<file path="src/rtl/fetch_unit_if.sv">
// Fetch-stage bus bundle: instruction memory request/response, redirect from
// execute, and the decode-side instruction handshake.
interface fetch_unit_if;
    logic        imem_req_valid;
    logic        imem_req_ready;
    logic [31:0] imem_req_addr;
    logic        imem_rsp_valid;
    logic [31:0] imem_rsp_data;
    logic        redirect_valid;
    logic [31:0] redirect_pc;
    logic        instr_valid;
    logic        instr_ready;
    logic [31:0] instruction;
    logic [31:0] instr_pc;

    modport master (
        output imem_req_valid, imem_req_addr, instr_valid, instruction, instr_pc,
        input  imem_req_ready, imem_rsp_valid, imem_rsp_data,
               redirect_valid, redirect_pc, instr_ready
    );

    modport slave (
        input  imem_req_valid, imem_req_addr, instr_valid, instruction, instr_pc,
        output imem_req_ready, imem_rsp_valid, imem_rsp_data,
               redirect_valid, redirect_pc, instr_ready
    );
endinterface

</file>
<file path="src/rtl/fetch_unit.sv">
// Instruction fetch stage: owns the PC, issues in-order word fetches, buffers
// returned words with their PC and hands them to decode; redirect flushes all.
module fetch_unit #(
    parameter logic [31:0] RESET_PC   = 32'h0000_0000,
    parameter int          FIFO_DEPTH = 2
) (
    input logic        clk,
    input logic        rst,
    fetch_unit_if.master bus
);
    localparam int          CW  = $clog2(FIFO_DEPTH + 1);
    localparam int          IW  = (FIFO_DEPTH > 1) ? $clog2(FIFO_DEPTH) : 1;
    localparam logic [31:0] NOP = 32'h0000_0013;

    logic [31:0]   pc;
    logic [31:0]   fifo_pc   [FIFO_DEPTH];
    logic [31:0]   fifo_word [FIFO_DEPTH];
    logic [IW-1:0] head;
    logic [IW-1:0] tail;
    logic [CW-1:0] count;
    logic [CW-1:0] pending;
    logic [CW-1:0] drop;

    logic          redirect;
    logic          req_fire;
    logic          push;
    logic          pop;
    logic [CW-1:0] live_inflight;
    logic [31:0]   rsp_pc;
    logic [31:0]   redirect_target;

    function automatic logic [IW-1:0] next_ptr(input logic [IW-1:0] p);
        return (p == IW'(FIFO_DEPTH - 1)) ? '0 : p + IW'(1);
    endfunction

    // Non-stale requests since the last redirect are contiguous, so the oldest
    // live one sits (pending - drop) words behind the current PC.
    // A word leaving to decode this cycle frees its slot for a new request,
    // which keeps a 1-cycle memory streaming one word per cycle.
    always_comb begin
        redirect           = bus.redirect_valid;
        redirect_target    = bus.redirect_pc & 32'hFFFF_FFFC;
        live_inflight      = pending - drop;
        rsp_pc             = pc - {{(30 - CW){1'b0}}, live_inflight, 2'b00};
        bus.instr_valid    = !rst && (count != '0);
        bus.instruction    = (count != '0) ? fifo_word[head] : NOP;
        bus.instr_pc       = (count != '0) ? fifo_pc[head] : 32'h0;
        pop                = bus.instr_valid && bus.instr_ready && !redirect;
        bus.imem_req_valid = !rst && !redirect &&
                             ((int'(count) + int'(pending) - int'(pop)) < FIFO_DEPTH);
        bus.imem_req_addr  = pc;
        req_fire           = bus.imem_req_valid && bus.imem_req_ready;
        push               = bus.imem_rsp_valid && !redirect && (drop == '0);
    end

    // Control state; a redirect turns every response still in flight stale.
    always_ff @(posedge clk) begin
        if (rst) begin
            pc      <= RESET_PC;
            head    <= '0;
            tail    <= '0;
            count   <= '0;
            pending <= '0;
            drop    <= '0;
        end else begin
            pending <= pending + CW'(req_fire) - CW'(bus.imem_rsp_valid);
            if (redirect) begin
                pc    <= redirect_target;
                head  <= '0;
                tail  <= '0;
                count <= '0;
                drop  <= pending - CW'(bus.imem_rsp_valid);
            end else begin
                if (req_fire)
                    pc <= pc + 32'd4;
                if (bus.imem_rsp_valid && (drop != '0))
                    drop <= drop - CW'(1);
                if (push)
                    tail <= next_ptr(tail);
                if (pop)
                    head <= next_ptr(head);
                count <= count + CW'(push) - CW'(pop);
            end
        end
    end

    always_ff @(posedge clk) begin
        if (!rst && push) begin
            fifo_pc[tail]   <= rsp_pc;
            fifo_word[tail] <= bus.imem_rsp_data;
        end
    end

    always_ff @(posedge clk) begin
        if (!rst && bus.imem_rsp_valid)
            rsp_without_request: assert (pending != '0);
    end
endmodule

</file>
<file path="src/flat_wrapper.sv">
// flat-port wrapper written by rule: the top's interface ports become plain ports
module fetch_unit_flat 
#(
    parameter logic [31:0] RESET_PC   = 32'h0000_0000,
    parameter int          FIFO_DEPTH = 2
)
  (clk, rst, bus_imem_req_valid, bus_imem_req_addr, bus_instr_valid, bus_instruction, bus_instr_pc, bus_imem_req_ready, bus_imem_rsp_valid, bus_imem_rsp_data, bus_redirect_valid, bus_redirect_pc, bus_instr_ready);
  fetch_unit_if bus_i ();
  input logic clk;
  input logic rst;
  output wire logic [$bits(bus_i.imem_req_valid)-1:0] bus_imem_req_valid;
  output wire logic [$bits(bus_i.imem_req_addr)-1:0] bus_imem_req_addr;
  output wire logic [$bits(bus_i.instr_valid)-1:0] bus_instr_valid;
  output wire logic [$bits(bus_i.instruction)-1:0] bus_instruction;
  output wire logic [$bits(bus_i.instr_pc)-1:0] bus_instr_pc;
  input wire logic [$bits(bus_i.imem_req_ready)-1:0] bus_imem_req_ready;
  input wire logic [$bits(bus_i.imem_rsp_valid)-1:0] bus_imem_rsp_valid;
  input wire logic [$bits(bus_i.imem_rsp_data)-1:0] bus_imem_rsp_data;
  input wire logic [$bits(bus_i.redirect_valid)-1:0] bus_redirect_valid;
  input wire logic [$bits(bus_i.redirect_pc)-1:0] bus_redirect_pc;
  input wire logic [$bits(bus_i.instr_ready)-1:0] bus_instr_ready;
  assign bus_imem_req_valid = bus_i.imem_req_valid;
  assign bus_imem_req_addr = bus_i.imem_req_addr;
  assign bus_instr_valid = bus_i.instr_valid;
  assign bus_instruction = bus_i.instruction;
  assign bus_instr_pc = bus_i.instr_pc;
  assign bus_i.imem_req_ready = bus_imem_req_ready;
  assign bus_i.imem_rsp_valid = bus_imem_rsp_valid;
  assign bus_i.imem_rsp_data = bus_imem_rsp_data;
  assign bus_i.redirect_valid = bus_redirect_valid;
  assign bus_i.redirect_pc = bus_redirect_pc;
  assign bus_i.instr_ready = bus_instr_ready;
  fetch_unit #(.RESET_PC(RESET_PC), .FIFO_DEPTH(FIFO_DEPTH)) u_core (.clk(clk), .rst(rst), .bus(bus_i));
endmodule
</file>
<file path="config.mk">
export PLATFORM = sky130hd
export DESIGN_NAME = fetch_unit_flat
export DESIGN_NICKNAME = d
export VERILOG_FILES = /design/src/rtl/fetch_unit_if.sv /design/src/rtl/fetch_unit.sv /design/src/flat_wrapper.sv
export SDC_FILE = /design/constraint.sdc
export NUM_CORES = 1
export LEC_CHECK = 0
export CORE_MARGIN = 5
export CORE_UTILIZATION = 57
export CTS_BUF_LIST = sky130_fd_sc_hd__clkbuf_2
export CTS_CLUSTER_DIAMETER = 150
export DETAILED_ROUTE_END_ITERATION = 8
export PLACE_DENSITY = 0.89
export REMOVE_ABC_BUFFERS = 1
export SLEW_MARGIN = 40
export SYNTH_ARGS = -nofsm -noshare
export SYNTH_HDL_FRONTEND = slang
export SYNTH_SLANG_ARGS = --single-unit
</file>
<file path="constraint.sdc">
create_clock -name clk -period 17.7 [get_ports clk]
set_clock_uncertainty 0.1 [all_clocks]
set_input_delay 4.425 -clock clk [delete_from_list [all_inputs] [get_ports clk]]
set_output_delay 4.425 -clock clk [all_outputs]
set_load 0.01 [all_outputs]
</file>
==> results of run 1 <==
synthesized netlist by cell type (3+ instances only):
cell type  count
edfxtp_1     124
nor2_1        88
mux2i_1       62
nand2_1       43
dfxtp_1       39
clkbuf_1      34
xor2_1        21
inv_1         20
a31oi_1       17
or3_1         17
xnor2_1       16
ha_1          12
nand4_1       12
or4_1         12
nand3_1       11
nor3_1        10
a21oi_1        9
nor4_1         8
o211ai_1       8
a211oi_1       7
o311ai_0       7
and3_1         6
buf_1          6
a311oi_1       5
or2_2          5
buf_2          4
buf_4          4
and2_1         3
o21ai_0        3
o31ai_1        3
logic make-up (layout without fill, tap and decap cells):
kind of cell,count (synthesis),in the layout,share of synthesized area [%]
other cells,1,4,0.0491
simple gates,231,231,15.2
compound gates,72,72,6.82
mux,63,63,8.28
fa+ha+maj,14,14,2.49
flops,163,163,59.0
buf+inv,70,221,3.90
xor+xnor,37,37,4.25
layer usage:
metal / up-vias / part of all wire, % / track usage [%]
met1: 2763 / 41 / 29.0
met3: 21 / 7.1 / 4.36
met2: 225 / 51 / 40.2
met5: - / 0 / 0
li1: 2670 / - / -
met4: 0 / 0.93 / 5.36
metrics by stage:
stage	setup slack (ns)	area, sq um	total power, mW
floorplan	6.84	7420	0.515
global placement	5.18	9330	0.564
detailed placement	4.98	9350	0.573
CTS	4.95	9610	0.775
global route	5.15	9610	0.806
finish	5.38	9610	0.772
worst paths after layout:
path,start,endpoint,cells past startpoint
min,u_core.head$_SDFFE_PP0P_,flop,2
max,bus_redirect_valid,bus_imem_req_valid,10
max reg2reg,u_core.pending[0]$_SDFF_PP0_,u_core.fifo_pc[0][22]$_DFFE_PP_,10
min reg2reg,u_core.head$_SDFFE_PP0P_,flop,2
worst max-delay path, cell delays in order:
cell	delay, ns
clkdlybuf4s50_1	0.39
buf_4	0.25
inv_2	0.44
nand2_1	0.38
nor4b_1	0.42
ha_1	0.24
ha_1	0.25
a32o_1	0.28
and2_1	0.18
clkdlybuf4s50_1	0.51
where the power goes:
| group | internal [mW] | switching (mW) | leakage, nW |
|---|---|---|---|
| combinational | 0.0559 | 0.0643 | 1.58 |
| clock | 0.0690 | 0.137 | 0.150 |
| sequential | 0.432 | 0.0142 | 1.45 |
sequential cells by signal, indices dropped and copies added (netlist names), named ones only:
name,count
u_core.drop,2
u_core.fifo_word,64
u_core.tail,1
u_core.count,2
u_core.pending,2
u_core.bus.imem_req_addr,30
u_core.fifo_pc,60
u_core.head,1
area by class of cell:
class                   count  area, sq um
clock buffers              17         85.1
clock inverters            15          169
fillers                   906         3580
inverters                  20         75.1
multi-input cells         421         2860
flip-flops and latches    163         4510
well taps                 176          220
repair buffers            169         1680
==> run_results.csv, run 1 <==
group,metric,value,unit
synth,synth_edf_count,124,
synth,ys_seq_elements,163,
routing,drtIter0Drc,542,
global_routing,antenna_found_initial,0,
floorplanning,initial_core_util,57.9,%
setup_path,crit_fanout,35,
final_layout,antenna_cells,0,
routing,drt_first_pass_iters,5,
timing,hold_violations,0,
cts,ctsHoldBuffers,0,
global_routing,grt_max_degree,61,
cts,cts_tree,"built",
place,dp.cells,949,
routing,viasPerCell,5.79,
cts,cts_buffers,17,
routing,vias,5679,
routing,wire_per_inst,18.8,um
timing,worst_pin_slew,0.690,ns
final_layout,finish.utilization,72.8,%
synth,syn_inst,651,
final_layout,fin_cells,981,
power,powerDensity,80.4,nW/um^2
synth,yosys_warnings,0,
setup_path,required,13.18,ns
floorplanning,core,13200,sq um
timing,timing.hold.ws,0.464,ns
synth,netlist_area,7630,sq um
final_layout,layout_commonest_cell,"clkdlybuf4s50_1",
timing,drv_slew,0,
power,peakVddDrop,0.0497,mV
setup_path,critPathLaunchType,"input pin",
setup_path,cp-end-kind,"primary output",
final_layout,area_growth,25.8,%
timing,slew_headroom,53.4,%
timing,setup-violations-final,0,
timing,fin_setup_tns,0,ns
final_layout,finalNetCount,876,
cts,cts_setup_buffers,0,
synth,synth_cell_types,56,
floorplanning,io_pins,168,
floorplanning,die_w,126,um
routing,drc_errors,0,
synth,ys.flop_type,"edfxtp_1",
global_routing,grt_pass1_vias,5661,
cts,htreeDepth,4,
timing,rsz0062_at_grt,"false",
routing,finalWirelength,18400,um
cts,clkLatencyLatePin,0.70,ns
synth,yosysTopAreaCell,"edfxtp_1",
timing,min_period_over_period,69.6,%
timing,fmax,0.0812,GHz
routing,postRouteAntennaNets,0,
final_layout,final_layout_size_suffix_gt1_share,7.33,%
floorplanning,dieArea,15800,sq um
place,dp_hpwl,13000,um
place,finalWeightedCongestion,0.890,
cts,path_clk_slew,0.24,ns
setup_path,timing.reg2reg.setup_slack,13.95,ns
synth,avgSynthCellArea,11.7,sq um
final_layout,final_cell_mix,"161 x clkdlybuf4s50_1, 124 x edfxtp_1, 87 x nor2_1, 62 x mux2i_1, 43 x nand2_1",
setup_path,path_class,"input pin to primary output",
flow_run,drv_cap,0,
cts,ctsResizeCount,0,
timing,fin_crit,12.32,ns
cts,clockBufferDepth,2,
hold_path,hold_path.class,"flop to flop",
synth,async_flop_share,0,%
setup_path,worstPathArrival,7.80,ns
power,p_leak,3.18,nW
synth,synth.area.top_cells,"edfxtp_1 49%, dfxtp_1 10%, mux2i_1 8.1%",
global_routing,grt_pass1_wl,29000,um
synth,seq_area_frac_synth,59.0,%
cts,numClockSinks,163,
floorplanning,die_y,126,um
outcome,outcome,"complete, no violations",
cts,cts-root-buf,"clkbuf_2",
place,port_buffers,161,
global_routing,overflow,0,
synth,yosysTopAreaCellShare,48.8,%
global_routing,track_usage,22.7,%
floorplanning,rows,42,
Note: power is estimated with default switching activity, not from simulation.
==> inputs of run 2 (changes only) <==
Settings changed: CORE_UTILIZATION 57 to 47, PLACE_DENSITY 0.89 to 0.78.
Clock period 17.7 ns to 11.1 ns, I/O delays scaled along.
==> run 2 against run 1 <==
  * Combinational power up 59%
  * Worst setup slack got worse by 3.3 ns
  * Design area is 0.52% higher
  * First-iteration DRC count fell by 46%
  * Sequential power rose by 59%
  * Flip-flop and latch count unchanged
  * Total power is 57% higher
==> run_results.csv, run 2 (synthesis gave the netlist of run 1 again) <==
group,metric,value,unit
hold_path,hold_depth,2,
cts,numClockSinks,163,
place,dp_slack,1.76,ns
setup_path,critPathLaunchType,"input pin",
setup_path,path_class,"input pin to primary output",
setup_path,cp-end-kind,"primary output",
final_layout,area_growth,26.5,%
routing,drtIter0Drc,291,
setup_path,timing.reg2reg.setup_slack,7.39,ns
cts,path_clk_slew,0.22,ns
hold_path,hold_path.class,"flop to flop",
global_routing,grt_pass1_vias,5720,
setup_path,slowest_stage,"clkdlybuf4s50_1",
routing,postRouteAntennaNets,0,
place,dp_hpwl,13300,um
cts,ctsHoldBuffers,0,
power,peakVddDrop,0.0556,mV
setup_path,crit_chain,"clkdlybuf4s50_1 > buf_4 > inv_2 > nand2_1 > nor4b_1 > ha_1 > ha_1 > a32o_1 > and2_1 > clkdlybuf4s50_1",
flow_run,drv_cap,0,
global_routing,track_usage,19.9,%
final_layout,final_layout_size_suffix_gt1_share,7.44,%
cts,clockBufferDepth,2,
routing,wire_per_inst,18.3,um
final_layout,largest_reg_flops,64,
routing,drc_errors,0,
routing,vias,5647,
global_routing,grt_max_degree,61,
timing,rsz0062_at_grt,"false",
setup_path,worstPathArrival,6.16,ns
final_layout,finish.utilization,60.8,%
place,finalWeightedCongestion,0.858,
global_routing,grt_pass1_wl,29000,um
power,powerDensity,125,nW/um^2
global_routing,antenna_found_initial,0,
final_layout,final_cell_mix,"161 x clkdlybuf4s50_1, 124 x edfxtp_1, 87 x nor2_1, 62 x mux2i_1, 43 x nand2_1",
routing,finalWirelength,18700,um
floorplanning,rows,46,
place,port_buffers,161,
timing,fin_crit,9.04,ns
final_layout,regMostFlops,"u_core.fifo_word",
timing,drv_slew,0,
setup_path,r2r.worst_path.cells,10,
final_layout,stdcell_area,9660,sq um
global_routing,overflow,0,
floorplanning,io_pins,168,
setup_path,reg2reg_from,"u_core.pending[0]$_SDFF_PP0_",
timing,hold_violations,0,
setup_path,required,8.23,ns
timing,fmax,0.111,GHz
hold_path,min_from,"u_core.head$_SDFFE_PP0P_",
power,p_leak,3.17,nW
cts,cts_tree,"built",
setup_path,crit_family,"buffers and inverters",
cts,clkLatencyLatePin,0.75,ns
cts,htreeDepth,4,
final_layout,finalNetCount,877,
cts,cts_setup_buffers,0,
final_layout,fillers,1312,
floorplanning,die_y,137,um
floorplanning,dieArea,18900,sq um
cts,ctsResizeCount,0,
timing,slew_headroom,54.8,%
place,postPlaceCellArea,9420,sq um
timing,min_period_over_period,81.4,%
setup_path,crit_fanout,35,
timing,fin_ws,2.06,ns
floorplanning,initial_core_util,48.1,%
routing,viasPerCell,5.52,
setup_path,crit_buf_inv,4,
outcome,outcome,"complete, no violations",
final_layout,layout_commonest_cell,"clkdlybuf4s50_1",
cts,cts-root-buf,"clkbuf_2",
timing,worst_pin_slew,0.679,ns
setup_path,slowest_delay,0.50,ns
routing,drt_first_pass_iters,5,
timing,setup-violations-final,0,
floorplanning,die_w,137,um
floorplanning,core,15900,sq um
timing,fin_setup_tns,0,ns
timing,timing.hold.ws,0.419,ns
cts,cts_buffers,17,
setup_path,r2r_end,"u_core.fifo_pc[0][22]$_DFFE_PP_",
[run 2: cell count changes in the layout (fill, tap and decap cells not counted)]
cell / delta
clkinv_2: +2
buf_12: +1
clkinvlp_4: +2
inv_6: -4
diode_2: +1
inv_8: -2
clkbuf_2: +2
[run 2: worst max-delay path by stage]
stage	slack (ns)	startpoint	depth (start not counted)	to
6_report	2.06	bus_redirect_valid	10	bus_imem_req_valid
5_1_grt	1.95	bus_redirect_valid	10	bus_imem_req_valid
4_1_cts	1.74	bus_redirect_valid	10	bus_imem_req_valid
3_5_place_dp	1.76	bus_redirect_valid	10	bus_imem_req_valid
3_3_place_gp	1.94	bus_redirect_valid	10	bus_imem_req_valid
2_1_floorplan	2.59	bus_redirect_valid	3	u_core.fifo_pc[0][10]$_DFFE_PP_
[run 2: final cells by class]
type / instances / area [sq um] / area share [%]
Tap cell: 216 / 270 / 2.80
Timing Repair Buffer: 170 / 1700 / 17.6
Sequential cell: 163 / 4510 / 46.7
Antenna cell: 1 / 2.50 / 0.0259
Clock inverter: 13 / 136 / 1.41
Clock buffer: 19 / 95.1 / 0.985
Inverter: 20 / 75.1 / 0.778
Multi-Input combinational cell: 421 / 2860 / 29.7
[run 2: through the flow]
| step | power [mW] | std cells |
|---|---|---|
| 3_3_place_gp | 0.902 | 988 |
| 5_1_grt | 1.27 | 1022 |
| 6_report | 1.21 | 1023 |
| 4_1_cts | 1.22 | 1022 |
| 3_5_place_dp | 0.914 | 990 |
| 2_1_floorplan | 0.821 | 604 |
[run 2: report_power, final]
group          internal [mW]  switching (mW)  total [mW]
combinational         0.0893           0.102       0.191
clock                  0.104           0.206       0.310
sequential             0.689          0.0217       0.710
total                  0.882           0.330        1.21
[run 2: worst reg2reg max path, cell delays in order (launching register included)]
cell and delay [ns]:
dfxtp_1 0.40, inv_1 0.08, ha_1 0.19, xnor2_1 0.13, xnor2_1 0.19, fa_1 0.46
or4_1 0.50, or3_1 0.44, or2_1 0.37, or4_1 0.46, xnor2_1 0.15
[run 2: layer usage]
layer  routed length (um)  track usage [%]  vias to the layer above
met5                    0                0                        -
met4                  359             5.93                        0
met3                 1630             5.84                       33
met2                 9210             35.1                      231
met1                 7520             23.4                     2694
li1                     -                -                     2689
==> inputs of run 3 (changes only) <==
Settings changed: CORE_UTILIZATION 47 to 53, PLACE_DENSITY 0.78 to 0.83.
Clock period 11.1 ns to 9.4 ns, I/O delays scaled along.
==> run 3 against run 2 <==
  * Total power is 21% higher
  * Worst setup slack worse by 0.45 ns
  * Combinational power is 19% higher
  * Critical path depth stayed put
  * Via count is 0.94% higher
  * Hold slack better by 0.029 ns
  * Design area hardly changed
  * Largest cell class unchanged
==> run_results.csv, run 3 (synthesis gave the netlist of run 1 again) <==
group,metric,value,unit
outcome,outcome,"complete, no violations",
final_layout,final_layout_size_suffix_gt1_share,6.83,%
timing,setup-violations-final,0,
final_layout,layout_commonest_cell,"clkdlybuf4s50_1",
final_layout,regMostFlops,"u_core.fifo_word",
place,dp_hpwl,12900,um
routing,wire_per_inst,18.7,um
cts,cts_tree,"built",
floorplanning,io_pins,168,
timing,rsz0062_at_grt,"false",
cts,cts-root-buf,"clkbuf_2",
routing,drt_first_pass_iters,5,
timing,drv_slew,0,
final_layout,fin_cells,985,
timing,slew_headroom,50.9,%
routing,drc_errors,0,
routing,drtIter0Drc,461,
routing,viasPerCell,5.79,
cts,htreeDepth,4,
global_routing,grt_pass1_vias,5656,
timing,fmax,0.128,GHz
setup_path,worstPathArrival,5.34,ns
floorplanning,core,14000,sq um
final_layout,largest_reg_flops,64,
final_layout,finalNetCount,877,
cts,cts_buffers,17,
floorplanning,rows,43,
floorplanning,initial_core_util,54.6,%
place,port_buffers,161,
power,power,1.47,mW
global_routing,antenna_found_initial,0,
global_routing,grtUsageMet1,28.3,%
timing,fin_crit,7.79,ns
timing,worst_pin_slew,0.726,ns
cts,ctsResizeCount,0,
floorplanning,die_w,130,um
place,dp_slack,1.66,ns
global_routing,grt_pass1_wl,29000,um
cts,clkLatencyLatePin,0.74,ns
place,dp.cells,954,
setup_path,path_class,"input pin to primary output",
timing,min_period_over_period,82.8,%
cts,clockBufferDepth,2,
cts,cts_setup_buffers,0,
timing,fin_ws,1.61,ns
power,peakVddDrop,0.0817,mV
final_layout,final_cell_mix,"161 x clkdlybuf4s50_1, 124 x edfxtp_1, 87 x nor2_1, 62 x mux2i_1, 43 x nand2_1",
cts,path_clk_slew,0.21,ns
timing,hold_violations,0,
global_routing,use_met2,37.2,%
final_layout,antenna_cells,0,
global_routing,track_usage,22.2,%
flow_run,drv_cap,0,
setup_path,critPathLaunchType,"input pin",
timing,fin_setup_tns,0,ns
final_layout,area_growth,26.4,%
global_routing,top_usage_layer,"met2",
cts,ctsHoldBuffers,0,
routing,finalWirelength,18400,um
place,finalWeightedCongestion,0.879,
setup_path,cp-end-kind,"primary output",
global_routing,overflow,0,
global_routing,grt_max_degree,63,
setup_path,crit_fanout,40,
hold_path,hold_path.class,"flop to flop",
floorplanning,dieArea,16900,sq um
floorplanning,die_y,130,um
setup_path,required,6.95,ns
global_routing,grt_use_met3,5.44,%
cts,numClockSinks,163,
routing,vias,5700,
power,p_leak,3.19,nW
power,powerDensity,152,nW/um^2
routing,postRouteAntennaNets,0,
## run 3: cell count changes in the layout (fill, tap and decap cells not counted)
cell / previous run / this run
clkinv_1: 0 / 3
bufinv_16: 2 / 4
clkinv_2: 4 / 2
clkinv_4: 2 / 0
buf_12: 2 / 1
buf_16: 0 / 1
buf_4: 7 / 6
buf_6: 0 / 1
clkinvlp_4: 4 / 3
diode_2: 1 / 0
inv_1: 19 / 20
inv_2: 1 / 0
inv_6: 1 / 0
## run 3: area by class of cell
| cell class | instances | area, sq um |
|---|---|---|
| Inverter | 20 | 75.1 |
| Clock buffer | 19 | 95.1 |
| Multi-Input combinational cell | 421 | 2860 |
| Clock inverter | 12 | 164 |
| Fill cell | 1050 | 4340 |
| Sequential cell | 163 | 4510 |
| Tap cell | 180 | 225 |
| Timing Repair Buffer | 170 | 1720 |
## run 3: worst max-delay path: stages
cell and delay, ns:
clkdlybuf4s50_1 0.45, buf_4 0.36, inv_1 0.19, nand2_1 0.34
nor4b_1 0.11, ha_1 0.20, ha_1 0.29, a32o_1 0.25
and2_1 0.18, clkdlybuf4s50_1 0.58
## run 3: report_power, final
group | internal [mW] | leakage, nW | switching (mW)
Combinational | 0.106 | 1.59 | 0.121
Sequential | 0.813 | 1.45 | 0.0261
Clock | 0.172 | 0.148 | 0.233
Total | 1.09 | 3.19 | 0.380
## run 3: routing by layer
metal  vias up  part of all wire (%)
li1       2687                     -
met1      2745                    41
met2       234                    50
met3        34                   7.4
met4         0                   2.1
met5         -                     0
## run 3: path summary, 6_finish.rpt
path / endpoint / start / slack (ns) / depth (start not counted)
setup reg to reg: u_core.fifo_pc[0][22]$_DFFE_PP_ / u_core.pending[0]$_SDFF_PP0_ / 5.68 / 11
hold reg to reg: flop / u_core.head$_SDFFE_PP0P_ / 0.45 / 2
hold / removal: flop / u_core.head$_SDFFE_PP0P_ / 0.45 / 2
setup / recovery: bus_imem_req_valid / rst / 1.61 / 10
## run 3: per-stage QoR
stage / hold slack, ns / util [%] / instance area [sq um]
final: 0.448 / 69.0 / 9650
after CTS: 0.449 / 68.9 / 9640
after global placement: 0.392 / 66.7 / 9330
after floorplan: 0.372 / - / 7420
after global routing: 0.479 / 69.0 / 9650
after detailed placement: 0.405 / 67.1 / 9380
